`config.mk`:
```
export PLATFORM = sky130hd
export DESIGN_NAME = pa_fadd_align_arb_flat
export DESIGN_NICKNAME = d
export VERILOG_FILES = /design/src/rtl/pa_fadd_align_arb_if.sv /design/src/rtl/pa_fadd_align_arb.sv /design/src/flat_wrapper.sv
export SDC_FILE = /design/constraint.sdc
export NUM_CORES = 1
export LEC_CHECK = 0
export CORE_MARGIN = 2
export CORE_UTILIZATION = 31
export DETAILED_ROUTE_END_ITERATION = 12
export PLACE_DENSITY = 0.82
export SYNTH_ARGS = -nofsm -noshare
export SYNTH_HDL_FRONTEND = slang
export SYNTH_SLANG_ARGS = --single-unit
export TNS_END_PERCENT = 10
```
`constraint.sdc`:
```
create_clock -name forever_cpuclk -period 1.81 [get_ports forever_cpuclk]
set_input_delay 0.181 -clock forever_cpuclk [delete_from_list [all_inputs] [get_ports forever_cpuclk]]
set_output_delay 0.181 -clock forever_cpuclk [all_outputs]
set_load 0.03 [all_outputs]
```
`src/rtl/pa_fadd_align_arb_if.sv`:
```
// Request, shifter and response signals between the alignment-shifter arbiter and its neighbours.
// slave = arbiter side; master = requesters, external shifter and result consumer.
interface pa_fadd_align_arb_if;
  logic        req0_vld;
  logic [23:0] req0_data;
  logic [7:0]  req0_cnt;
  logic        req0_rdy;
  logic        req1_vld;
  logic [23:0] req1_data;
  logic [7:0]  req1_cnt;
  logic        req1_rdy;
  logic [23:0] shf_data_in;
  logic [7:0]  shf_cnt;
  logic [23:0] shf_data_out;
  logic        shf_g;
  logic        shf_r;
  logic        shf_s;
  logic        rsp_vld;
  logic        rsp_id;
  logic [23:0] rsp_data;
  logic        rsp_g;
  logic        rsp_r;
  logic        rsp_s;
  logic        rsp_rdy;

  modport slave (
    input  req0_vld, req0_data, req0_cnt, req1_vld, req1_data, req1_cnt,
    input  shf_data_out, shf_g, shf_r, shf_s, rsp_rdy,
    output req0_rdy, req1_rdy, shf_data_in, shf_cnt,
    output rsp_vld, rsp_id, rsp_data, rsp_g, rsp_r, rsp_s
  );

  modport master (
    output req0_vld, req0_data, req0_cnt, req1_vld, req1_data, req1_cnt,
    output shf_data_out, shf_g, shf_r, shf_s, rsp_rdy,
    input  req0_rdy, req1_rdy, shf_data_in, shf_cnt,
    input  rsp_vld, rsp_id, rsp_data, rsp_g, rsp_r, rsp_s
  );
endinterface

```
`src/rtl/pa_fadd_align_arb.sv`:
```
// Two-requester arbiter for a shared single-precision alignment shifter with a one-entry result slot.
// Optional req1 anti-starvation: define PA_FADD_ALIGN_ARB_STARVE_EN.
module pa_fadd_align_arb #(
  parameter int STARVE_LIM = 4,
  parameter int CNT_W      = 3
) (
  input  logic              forever_cpuclk,
  input  logic              cpurst,
  pa_fadd_align_arb_if.slave arb
);

  logic        rsp_vld_q, rsp_vld_d;
  logic        rsp_id_q,  rsp_id_d;
  logic [23:0] rsp_data_q, rsp_data_d;
  logic        rsp_g_q, rsp_g_d;
  logic        rsp_r_q, rsp_r_d;
  logic        rsp_s_q, rsp_s_d;
  logic        slot_free, force1, gnt0, gnt1;

  // Drain and refill of the single slot may happen in the same cycle.
  assign slot_free = !rsp_vld_q | arb.rsp_rdy;
  assign gnt1      = slot_free & arb.req1_vld & (!arb.req0_vld | force1);
  assign gnt0      = slot_free & arb.req0_vld & !gnt1;

  assign arb.req0_rdy = gnt0;
  assign arb.req1_rdy = gnt1;

`ifdef PA_FADD_ALIGN_ARB_STARVE_EN
  logic [CNT_W-1:0] starve_cnt_q, starve_cnt_d;

  assign force1 = (starve_cnt_q == CNT_W'(STARVE_LIM));

  always_comb begin
    starve_cnt_d = starve_cnt_q;
    if (gnt1 || !arb.req1_vld)
      starve_cnt_d = '0;
    else if (slot_free && gnt0)
      starve_cnt_d = starve_cnt_q + CNT_W'(1);
  end

  always_ff @(posedge forever_cpuclk) begin
    if (cpurst) starve_cnt_q <= '0;
    else        starve_cnt_q <= starve_cnt_d;
  end
`else
  logic unused_cfg;
  assign unused_cfg = ^{CNT_W[0], STARVE_LIM[0]};
  assign force1     = 1'b0;
`endif

  // Idle shifter inputs are forced to zero so the datapath does not toggle.
  always_comb begin
    arb.shf_data_in = '0;
    arb.shf_cnt     = '0;
    if (gnt0) begin
      arb.shf_data_in = arb.req0_data;
      arb.shf_cnt     = arb.req0_cnt;
    end else if (gnt1) begin
      arb.shf_data_in = arb.req1_data;
      arb.shf_cnt     = arb.req1_cnt;
    end
  end

  always_comb begin
    rsp_vld_d  = rsp_vld_q & !arb.rsp_rdy;
    rsp_id_d   = rsp_id_q;
    rsp_data_d = rsp_data_q;
    rsp_g_d    = rsp_g_q;
    rsp_r_d    = rsp_r_q;
    rsp_s_d    = rsp_s_q;
    if (gnt0 || gnt1) begin
      rsp_vld_d  = 1'b1;
      rsp_id_d   = gnt1;
      rsp_data_d = arb.shf_data_out;
      rsp_g_d    = arb.shf_g;
      rsp_r_d    = arb.shf_r;
      rsp_s_d    = arb.shf_s;
    end
  end

  always_ff @(posedge forever_cpuclk) begin
    if (cpurst) begin
      rsp_vld_q  <= 1'b0;
      rsp_id_q   <= 1'b0;
      rsp_data_q <= '0;
      rsp_g_q    <= 1'b0;
      rsp_r_q    <= 1'b0;
      rsp_s_q    <= 1'b0;
    end else begin
      rsp_vld_q  <= rsp_vld_d;
      rsp_id_q   <= rsp_id_d;
      rsp_data_q <= rsp_data_d;
      rsp_g_q    <= rsp_g_d;
      rsp_r_q    <= rsp_r_d;
      rsp_s_q    <= rsp_s_d;
    end
  end

  assign arb.rsp_vld  = rsp_vld_q;
  assign arb.rsp_id   = rsp_id_q;
  assign arb.rsp_data = rsp_data_q;
  assign arb.rsp_g    = rsp_g_q;
  assign arb.rsp_r    = rsp_r_q;
  assign arb.rsp_s    = rsp_s_q;

endmodule
```
`src/flat_wrapper.sv`:
```
// flat-port wrapper written by rule: the top's interface ports become plain ports
module pa_fadd_align_arb_flat 
#(
  parameter int STARVE_LIM = 4,
  parameter int CNT_W      = 3
)
  (forever_cpuclk, cpurst, arb_req0_vld, arb_req0_data, arb_req0_cnt, arb_req1_vld, arb_req1_data, arb_req1_cnt, arb_shf_data_out, arb_shf_g, arb_shf_r, arb_shf_s, arb_rsp_rdy, arb_req0_rdy, arb_req1_rdy, arb_shf_data_in, arb_shf_cnt, arb_rsp_vld, arb_rsp_id, arb_rsp_data, arb_rsp_g, arb_rsp_r, arb_rsp_s);
  pa_fadd_align_arb_if arb_i ();
  input  logic forever_cpuclk;
  input  logic cpurst;
  input wire logic [$bits(arb_i.req0_vld)-1:0] arb_req0_vld;
  input wire logic [$bits(arb_i.req0_data)-1:0] arb_req0_data;
  input wire logic [$bits(arb_i.req0_cnt)-1:0] arb_req0_cnt;
  input wire logic [$bits(arb_i.req1_vld)-1:0] arb_req1_vld;
  input wire logic [$bits(arb_i.req1_data)-1:0] arb_req1_data;
  input wire logic [$bits(arb_i.req1_cnt)-1:0] arb_req1_cnt;
  input wire logic [$bits(arb_i.shf_data_out)-1:0] arb_shf_data_out;
  input wire logic [$bits(arb_i.shf_g)-1:0] arb_shf_g;
  input wire logic [$bits(arb_i.shf_r)-1:0] arb_shf_r;
  input wire logic [$bits(arb_i.shf_s)-1:0] arb_shf_s;
  input wire logic [$bits(arb_i.rsp_rdy)-1:0] arb_rsp_rdy;
  output wire logic [$bits(arb_i.req0_rdy)-1:0] arb_req0_rdy;
  output wire logic [$bits(arb_i.req1_rdy)-1:0] arb_req1_rdy;
  output wire logic [$bits(arb_i.shf_data_in)-1:0] arb_shf_data_in;
  output wire logic [$bits(arb_i.shf_cnt)-1:0] arb_shf_cnt;
  output wire logic [$bits(arb_i.rsp_vld)-1:0] arb_rsp_vld;
  output wire logic [$bits(arb_i.rsp_id)-1:0] arb_rsp_id;
  output wire logic [$bits(arb_i.rsp_data)-1:0] arb_rsp_data;
  output wire logic [$bits(arb_i.rsp_g)-1:0] arb_rsp_g;
  output wire logic [$bits(arb_i.rsp_r)-1:0] arb_rsp_r;
  output wire logic [$bits(arb_i.rsp_s)-1:0] arb_rsp_s;
  assign arb_i.req0_vld = arb_req0_vld;
  assign arb_i.req0_data = arb_req0_data;
  assign arb_i.req0_cnt = arb_req0_cnt;
  assign arb_i.req1_vld = arb_req1_vld;
  assign arb_i.req1_data = arb_req1_data;
  assign arb_i.req1_cnt = arb_req1_cnt;
  assign arb_i.shf_data_out = arb_shf_data_out;
  assign arb_i.shf_g = arb_shf_g;
  assign arb_i.shf_r = arb_shf_r;
  assign arb_i.shf_s = arb_shf_s;
  assign arb_i.rsp_rdy = arb_rsp_rdy;
  assign arb_req0_rdy = arb_i.req0_rdy;
  assign arb_req1_rdy = arb_i.req1_rdy;
  assign arb_shf_data_in = arb_i.shf_data_in;
  assign arb_shf_cnt = arb_i.shf_cnt;
  assign arb_rsp_vld = arb_i.rsp_vld;
  assign arb_rsp_id = arb_i.rsp_id;
  assign arb_rsp_data = arb_i.rsp_data;
  assign arb_rsp_g = arb_i.rsp_g;
  assign arb_rsp_r = arb_i.rsp_r;
  assign arb_rsp_s = arb_i.rsp_s;
  pa_fadd_align_arb #(.STARVE_LIM(STARVE_LIM), .CNT_W(CNT_W)) u_core (.forever_cpuclk(forever_cpuclk), .cpurst(cpurst), .arb(arb_i));
endmodule
```
==> impl_metrics.py, run 1 <==
metrics = {
    "setup_path": {
        "cp_max_fo": 14,
        "critPathArrivalTime_ns": 1.55,
        "reg2reg_slack_ns": 0.61,
        "worstSetupPathType": "primary input to output pin",
        "cp.required_ns": 1.63,
        "critPathCaptureType": "output pin",
        "startpoint_type": "primary input",
    },
    "clock_network": {
        "clk-insertion-delay-late_ns": 0.28,
        "cts_setup_buffers": 0,
        "cts.path.max_buffers": 2,
        "cts.clk_slew.worst_paths_ns": 0.06,
        "htreeDepth": 2,
        "cts_tree": "yes",
        "cts_made_buffers": 5,
        "clock-sinks": 29,
        "clockRootBuffer": "clkbuf_8",
    },
    "sta": {
        "rsz0062_at_grt": "false",
        "final.setup.tns_ns": 0,
        "drv_slew": 0,
        "finalWorstSetupSlack_ns": 0.0810,
        "relSlewSlack_pct": 77.6,
        "fmax_mhz": 578,
        "whs_ns": 0.472,
        "finalCritPeriodShare_pct": 95.5,
        "hold_violations": 0,
        "finalCriticalPeriod_ns": 1.73,
        "finClkSkew_ns": 0.00121,
        "finalSetupViolCount": 0,
        "worst_pin_slew_ns": 0.335,
    },
    "grt": {
        "grt_pass1_wl_um": 9070,
        "antenna_found_initial": 0,
        "first_global_vias": 1879,
        "gr-total-overflow": 0,
        "grt_max_degree": 46,
        "track_usage_pct": 21.6,
    },
    "drt": {
        "num_vias": 1921,
        "ant_nets": 0,
        "routed_wl_um": 6330,
        "wl_per_cell_um": 16.2,
        "firstDrtPassIters": 4,
        "drt-vias-per-instance": 4.91,
        "drt_first_iter_violations": 96,
        "drcViolationCount": 0,
    },
    "floorplanning": {
        "coreArea_um2": 4750,
        "rows": 25,
        "fp.dieH_um": 74.2,
        "ios": 159,
        "die_x_um": 74.2,
        "start_util_pct": 32.2,
        "die_area_um2": 5510,
    },
    "placement": {
        "port_buffers": 158,
        "dp_hpwl_um": 4620,
        "dp_slack_ns": 0.0546,
        "gp_congestion": 0.752,
    },
    "synthesis": {
        "netlist_area_um2": 1530,
        "synth_cell_type_count": 16,
        "ys_ff_latch": 29,
        "netlist_instances": 171,
        "yosys_warnings": 0,
        "synth-seq-area-share_pct": 38.0,
        "syn_area_per_cell_um2": 8.94,
        "synth_nets": 267,
    },
    "run": {
        "cap_violations": 0,
    },
    "final_layout": {
        "antenna_cells": 0,
        "drive_gt1_share_pct": 16.0,
        "fin_nets": 420,
        "syn_to_final_growth_pct": 109,
    },
    "pwr": {
        "vdd_drop_max_v": 0.000631,
        "power_density_nw_per_um2": 654,
        "power_leakage_nw": 1.27,
        "power_w": 0.00209,
    },
    "status": {
        "status": "finished, final reports clean",
    },
    "hold_path": {
        "min_path_type": "primary input to register",
    },
}
routing by layer:
metal | vias to the layer above | wire, um | GRT usage [%]
met5 | - | 0 | 0
li1 | 946 | - | -
met3 | 4 | 751 | 8.94
met2 | 100 | 3010 | 37.5
met4 | 0 | 37 | 5.75
met1 | 871 | 2530 | 24.5
power by group:
group          switching [W]  internal, W  leakage [nW]
registers          0.0000203     0.000683         0.240
logic               0.000415     0.000441         0.988
clock network       0.000229     0.000301        0.0443
placed cells by master (no fill, tap or decap):
master / count
o21ba_1: 1
o21ai_1: 27
clkdlybuf4s50_1: 124
buf_6: 1
and2_1: 1
nand2b_1: 1
a21boi_0: 1
clkbuf_8: 6
a22o_1: 32
dfxtp_1: 29
buf_4: 38
nand3b_1: 27
a21oi_1: 28
buf_12: 4
nor2_2: 1
clkbuf_1: 1
nor2b_4: 1
nor3b_4: 1
worst max-delay path, cell delays in order:
cell and delay (ns):
clkdlybuf4s50_1 0.52, nor3b_4 0.26, buf_4 0.23, a22o_1 0.18, buf_4 0.17
final timing paths:
path / start / end / cells past startpoint
worst max-delay path: arb_req0_vld / arb_shf_cnt[7] / 5
worst min-delay path: arb_shf_g / u_core.arb.rsp_g$_SDFFE_PP0P_ / 3
worst max register to register: u_core.arb.rsp_vld$_SDFF_PP0_ / u_core.arb.rsp_data[0]$_SDFFE_PP0P_ / 4
worst min register to register: u_core.arb.rsp_data[11]$_SDFFE_PP0P_ / u_core.arb.rsp_data[11]$_SDFFE_PP0P_ / 2
cell type report:
| cell class | instances | area, um^2 |
|---|---|---|
| flip-flops and latches | 29 | 581 |
| fillers | 394 | 1560 |
| clock buffers | 7 | 86.3 |
| repair buffers | 167 | 1620 |
| multi-input cells | 121 | 827 |
| well taps | 67 | 83.8 |
through the flow:
| step | cells | utilization [%] | cell area, um^2 |
|---|---|---|---|
| 6_report | 391 | 67.2 | 3200 |
| 5_1_grt | 391 | 67.2 | 3200 |
| 4_1_cts | 391 | 67.1 | 3190 |
| 3_5_place_dp | 384 | 65.3 | 3110 |
| 3_3_place_gp | 384 | 65.3 | 3110 |
| 2_1_floorplan | 171 | - | 1530 |
synthesized netlist by cell type, drive strengths merged:
cell type | number | area share, %
nor2b | 1 | 0.90
clkbuf | 8 | 2.0
nand2b | 1 | 0.41
a22o | 32 | 18
o21ai | 27 | 8.8
nand3b | 27 | 13
buf | 13 | 5.9
a21boi | 1 | 0.49
and2 | 1 | 0.41
o21ba | 1 | 0.65
dfxtp | 29 | 38
nor2 | 1 | 0.41
a21oi | 28 | 9.2
nor3b | 1 | 1.2
what timing repair did:
item,4_1_cts,5_1_grt
resized for setup,0,1
hold buffers,0,0
endpoints found under the setup margin,0,4
endpoints found under the hold margin,0,0
sequential cells by signal (all words and copies together), names as in the netlist:
register,flops
u_core.arb.rsp_data,24
u_core.arb.rsp_g,1
u_core.arb.rsp_id,1
u_core.arb.rsp_r,1
u_core.arb.rsp_s,1
u_core.arb.rsp_vld,1
cells by family (layout without fill, tap and decap cells):
| group | Yosys count | after routing | synth area share, % |
|---|---|---|---|
| AO/OA/AOI/OAI | 89 | 89 | 37.5 |
| buffers and inverters | 21 | 174 | 7.94 |
| flip-flops | 29 | 29 | 38.0 |
| AND/OR/NAND/NOR | 32 | 32 | 16.6 |
Power figures use the tool's default switching activity.
==> run 2, diff against run 1 <==
Settings changed: CTS_BUF_LIST from default to sky130_fd_sc_hd__clkbuf_16.
==> impl_metrics.py, run 2 (synthesis results as in run 1) <==
metrics = {
    "final_layout": {
        "fin_nets": 420,
        "antenna_cells": 0,
        "drive_gt1_share_pct": 15.7,
        "syn_to_final_growth_pct": 112,
        "final_cell_mix": "clkdlybuf4s50_1, buf_4, a22o_1",
        "largest_register_ffs": 24,
        "fillCellCount": 389,
        "final_common_cell": "clkdlybuf4s50_1",
        "fin_util_pct": 68.2,
        "fin_area_um2": 3240,
    },
    "floorplanning": {
        "ios": 159,
        "coreArea_um2": 4750,
        "fp.dieH_um": 74.2,
        "rows": 25,
        "start_util_pct": 32.2,
        "die_area_um2": 5510,
        "die_x_um": 74.2,
    },
    "sta": {
        "finalCritPeriodShare_pct": 95.1,
        "final.setup.tns_ns": 0,
        "rsz0062_at_grt": "false",
        "drv_slew": 0,
        "hold_violations": 0,
        "finalCriticalPeriod_ns": 1.72,
        "fmax_mhz": 581,
        "worst_pin_slew_ns": 0.340,
        "finalSetupViolCount": 0,
        "finClkSkew_ns": 0.00215,
        "relSlewSlack_pct": 77.3,
    },
    "pwr": {
        "swShare_pct": 30.1,
        "seq_power_share_pct": 30.5,
        "internal_power_w": 0.00161,
        "power_density_nw_per_um2": 712,
        "switching_power_w": 0.000694,
        "power_w": 0.00231,
        "pwr-share-clk_pct": 32.4,
        "power_leakage_nw": 1.30,
        "p_comb_share_pct": 37.0,
        "vdd_drop_max_v": 0.000703,
    },
    "drt": {
        "routed_wl_um": 6340,
        "drt_first_iter_violations": 67,
        "num_vias": 1938,
        "ant_nets": 0,
        "wl_per_cell_um": 16.2,
        "firstDrtPassIters": 5,
        "drt-vias-per-instance": 4.96,
        "drcViolationCount": 0,
    },
    "setup_path": {
        "critPathArrivalTime_ns": 1.54,
        "cp_max_fo": 14,
        "startpoint_type": "primary input",
        "r2r-start": "u_core.arb.rsp_vld$_SDFF_PP0_",
        "critPathCaptureType": "output pin",
        "crit_end": "arb_shf_cnt[7]",
        "worstRegToRegCells": 4,
        "worstSetupPathType": "primary input to output pin",
        "cp.required_ns": 1.63,
        "reg2reg_slack_ns": 0.61,
        "crit_start": "arb_req0_vld",
        "timing.rr.end": "u_core.arb.rsp_data[5]$_SDFFE_PP0P_",
    },
    "placement": {
        "port_buffers": 158,
        "dp_hpwl_um": 4620,
        "placed_area_um2": 3110,
        "gp_congestion": 0.752,
    },
    "grt": {
        "antenna_found_initial": 0,
        "first_global_vias": 1906,
        "grt_pass1_wl_um": 9110,
        "track_usage_pct": 21.8,
        "grt_max_degree": 46,
        "gr-total-overflow": 0,
    },
    "status": {
        "status": "finished, final reports clean",
    },
    "clock_network": {
        "cts.path.max_buffers": 2,
        "cts.clk_slew.worst_paths_ns": 0.05,
        "clock-sinks": 29,
        "htreeDepth": 2,
        "cts_tree": "yes",
        "clockRootBuffer": "clkbuf_16",
        "cts_made_buffers": 5,
        "ctsHoldBuffers": 0,
        "clk-insertion-delay-late_ns": 0.27,
    },
    "run": {
        "cap_violations": 0,
    },
    "hold_path": {
        "min_path_type": "register to register",
    },
}
==> run 2: cell type report <==
class | count | area (um^2) | share of cell area (%)
Sequential cell | 29 | 581 | 17.9
Clock buffer | 5 | 125 | 3.86
Tap cell | 67 | 83.8 | 2.59
Multi-Input combinational cell | 121 | 827 | 25.5
Timing Repair Buffer | 167 | 1620 | 49.9
Clock inverter | 2 | 7.51 | 0.232
==> run 2: critical path, cell delays in order <==
cell             delay [ns]
clkdlybuf4s50_1        0.52
nor3b_4                0.26
buf_4                  0.23
a22o_1                 0.18
buf_4                  0.17
==> run 2: power groups by stage <==
stage	registers, W	clock network (W)	logic (W)
6_report	0.000705	0.000749	0.000855
5_1_grt	0.000710	0.000796	0.000900
3_3_place_gp	0.000715	0	0.000847
3_5_place_dp	0.000717	0	0.000854
4_1_cts	0.000705	0.000767	0.000858
2_1_floorplan	0.000803	0	0.000325
==> run 2: per-stage QoR <==
step,hold slack [ns],setup slack [ns],instances
after floorplan,0.341,0.0943,171
after global placement,0.464,0.0916,384
after detailed placement,0.470,0.0546,384
after CTS,0.476,0.0463,391
after global routing,0.498,0.0169,391
final,0.475,0.0890,391
==> run 2: layer usage <==
layer  GRT usage [%]  vias to the layer above  wire length (um)
li1                -                      950                 -
met1            25.0                      884              2470
met2            37.0                       98              3040
met3            8.54                        6               760
met4            8.13                        0                74
met5               0                        -                 0
==> run 2: worst min-delay path by stage <==
stage	from	end	slack, ns	cells after the start
after floorplan	arb_shf_data_out[5]	u_core.arb.rsp_data[5]$_SDFFE_PP0P_	0.34	2
after global placement	u_core.arb.rsp_data[5]$_SDFFE_PP0P_	u_core.arb.rsp_data[5]$_SDFFE_PP0P_	0.46	2
after detailed placement	u_core.arb.rsp_data[11]$_SDFFE_PP0P_	u_core.arb.rsp_data[11]$_SDFFE_PP0P_	0.47	2
after CTS	u_core.arb.rsp_data[11]$_SDFFE_PP0P_	u_core.arb.rsp_data[11]$_SDFFE_PP0P_	0.48	2
after global routing	arb_shf_r	u_core.arb.rsp_r$_SDFFE_PP0P_	0.50	3
final	u_core.arb.rsp_data[11]$_SDFFE_PP0P_	u_core.arb.rsp_data[11]$_SDFFE_PP0P_	0.48	2
==> run 2: repair_timing <==
action / 4_1_cts / 5_1_grt
gates resized for setup: 0 / 1
setup buffers: 0 / 0
endpoints found under the setup margin: 0 / 3
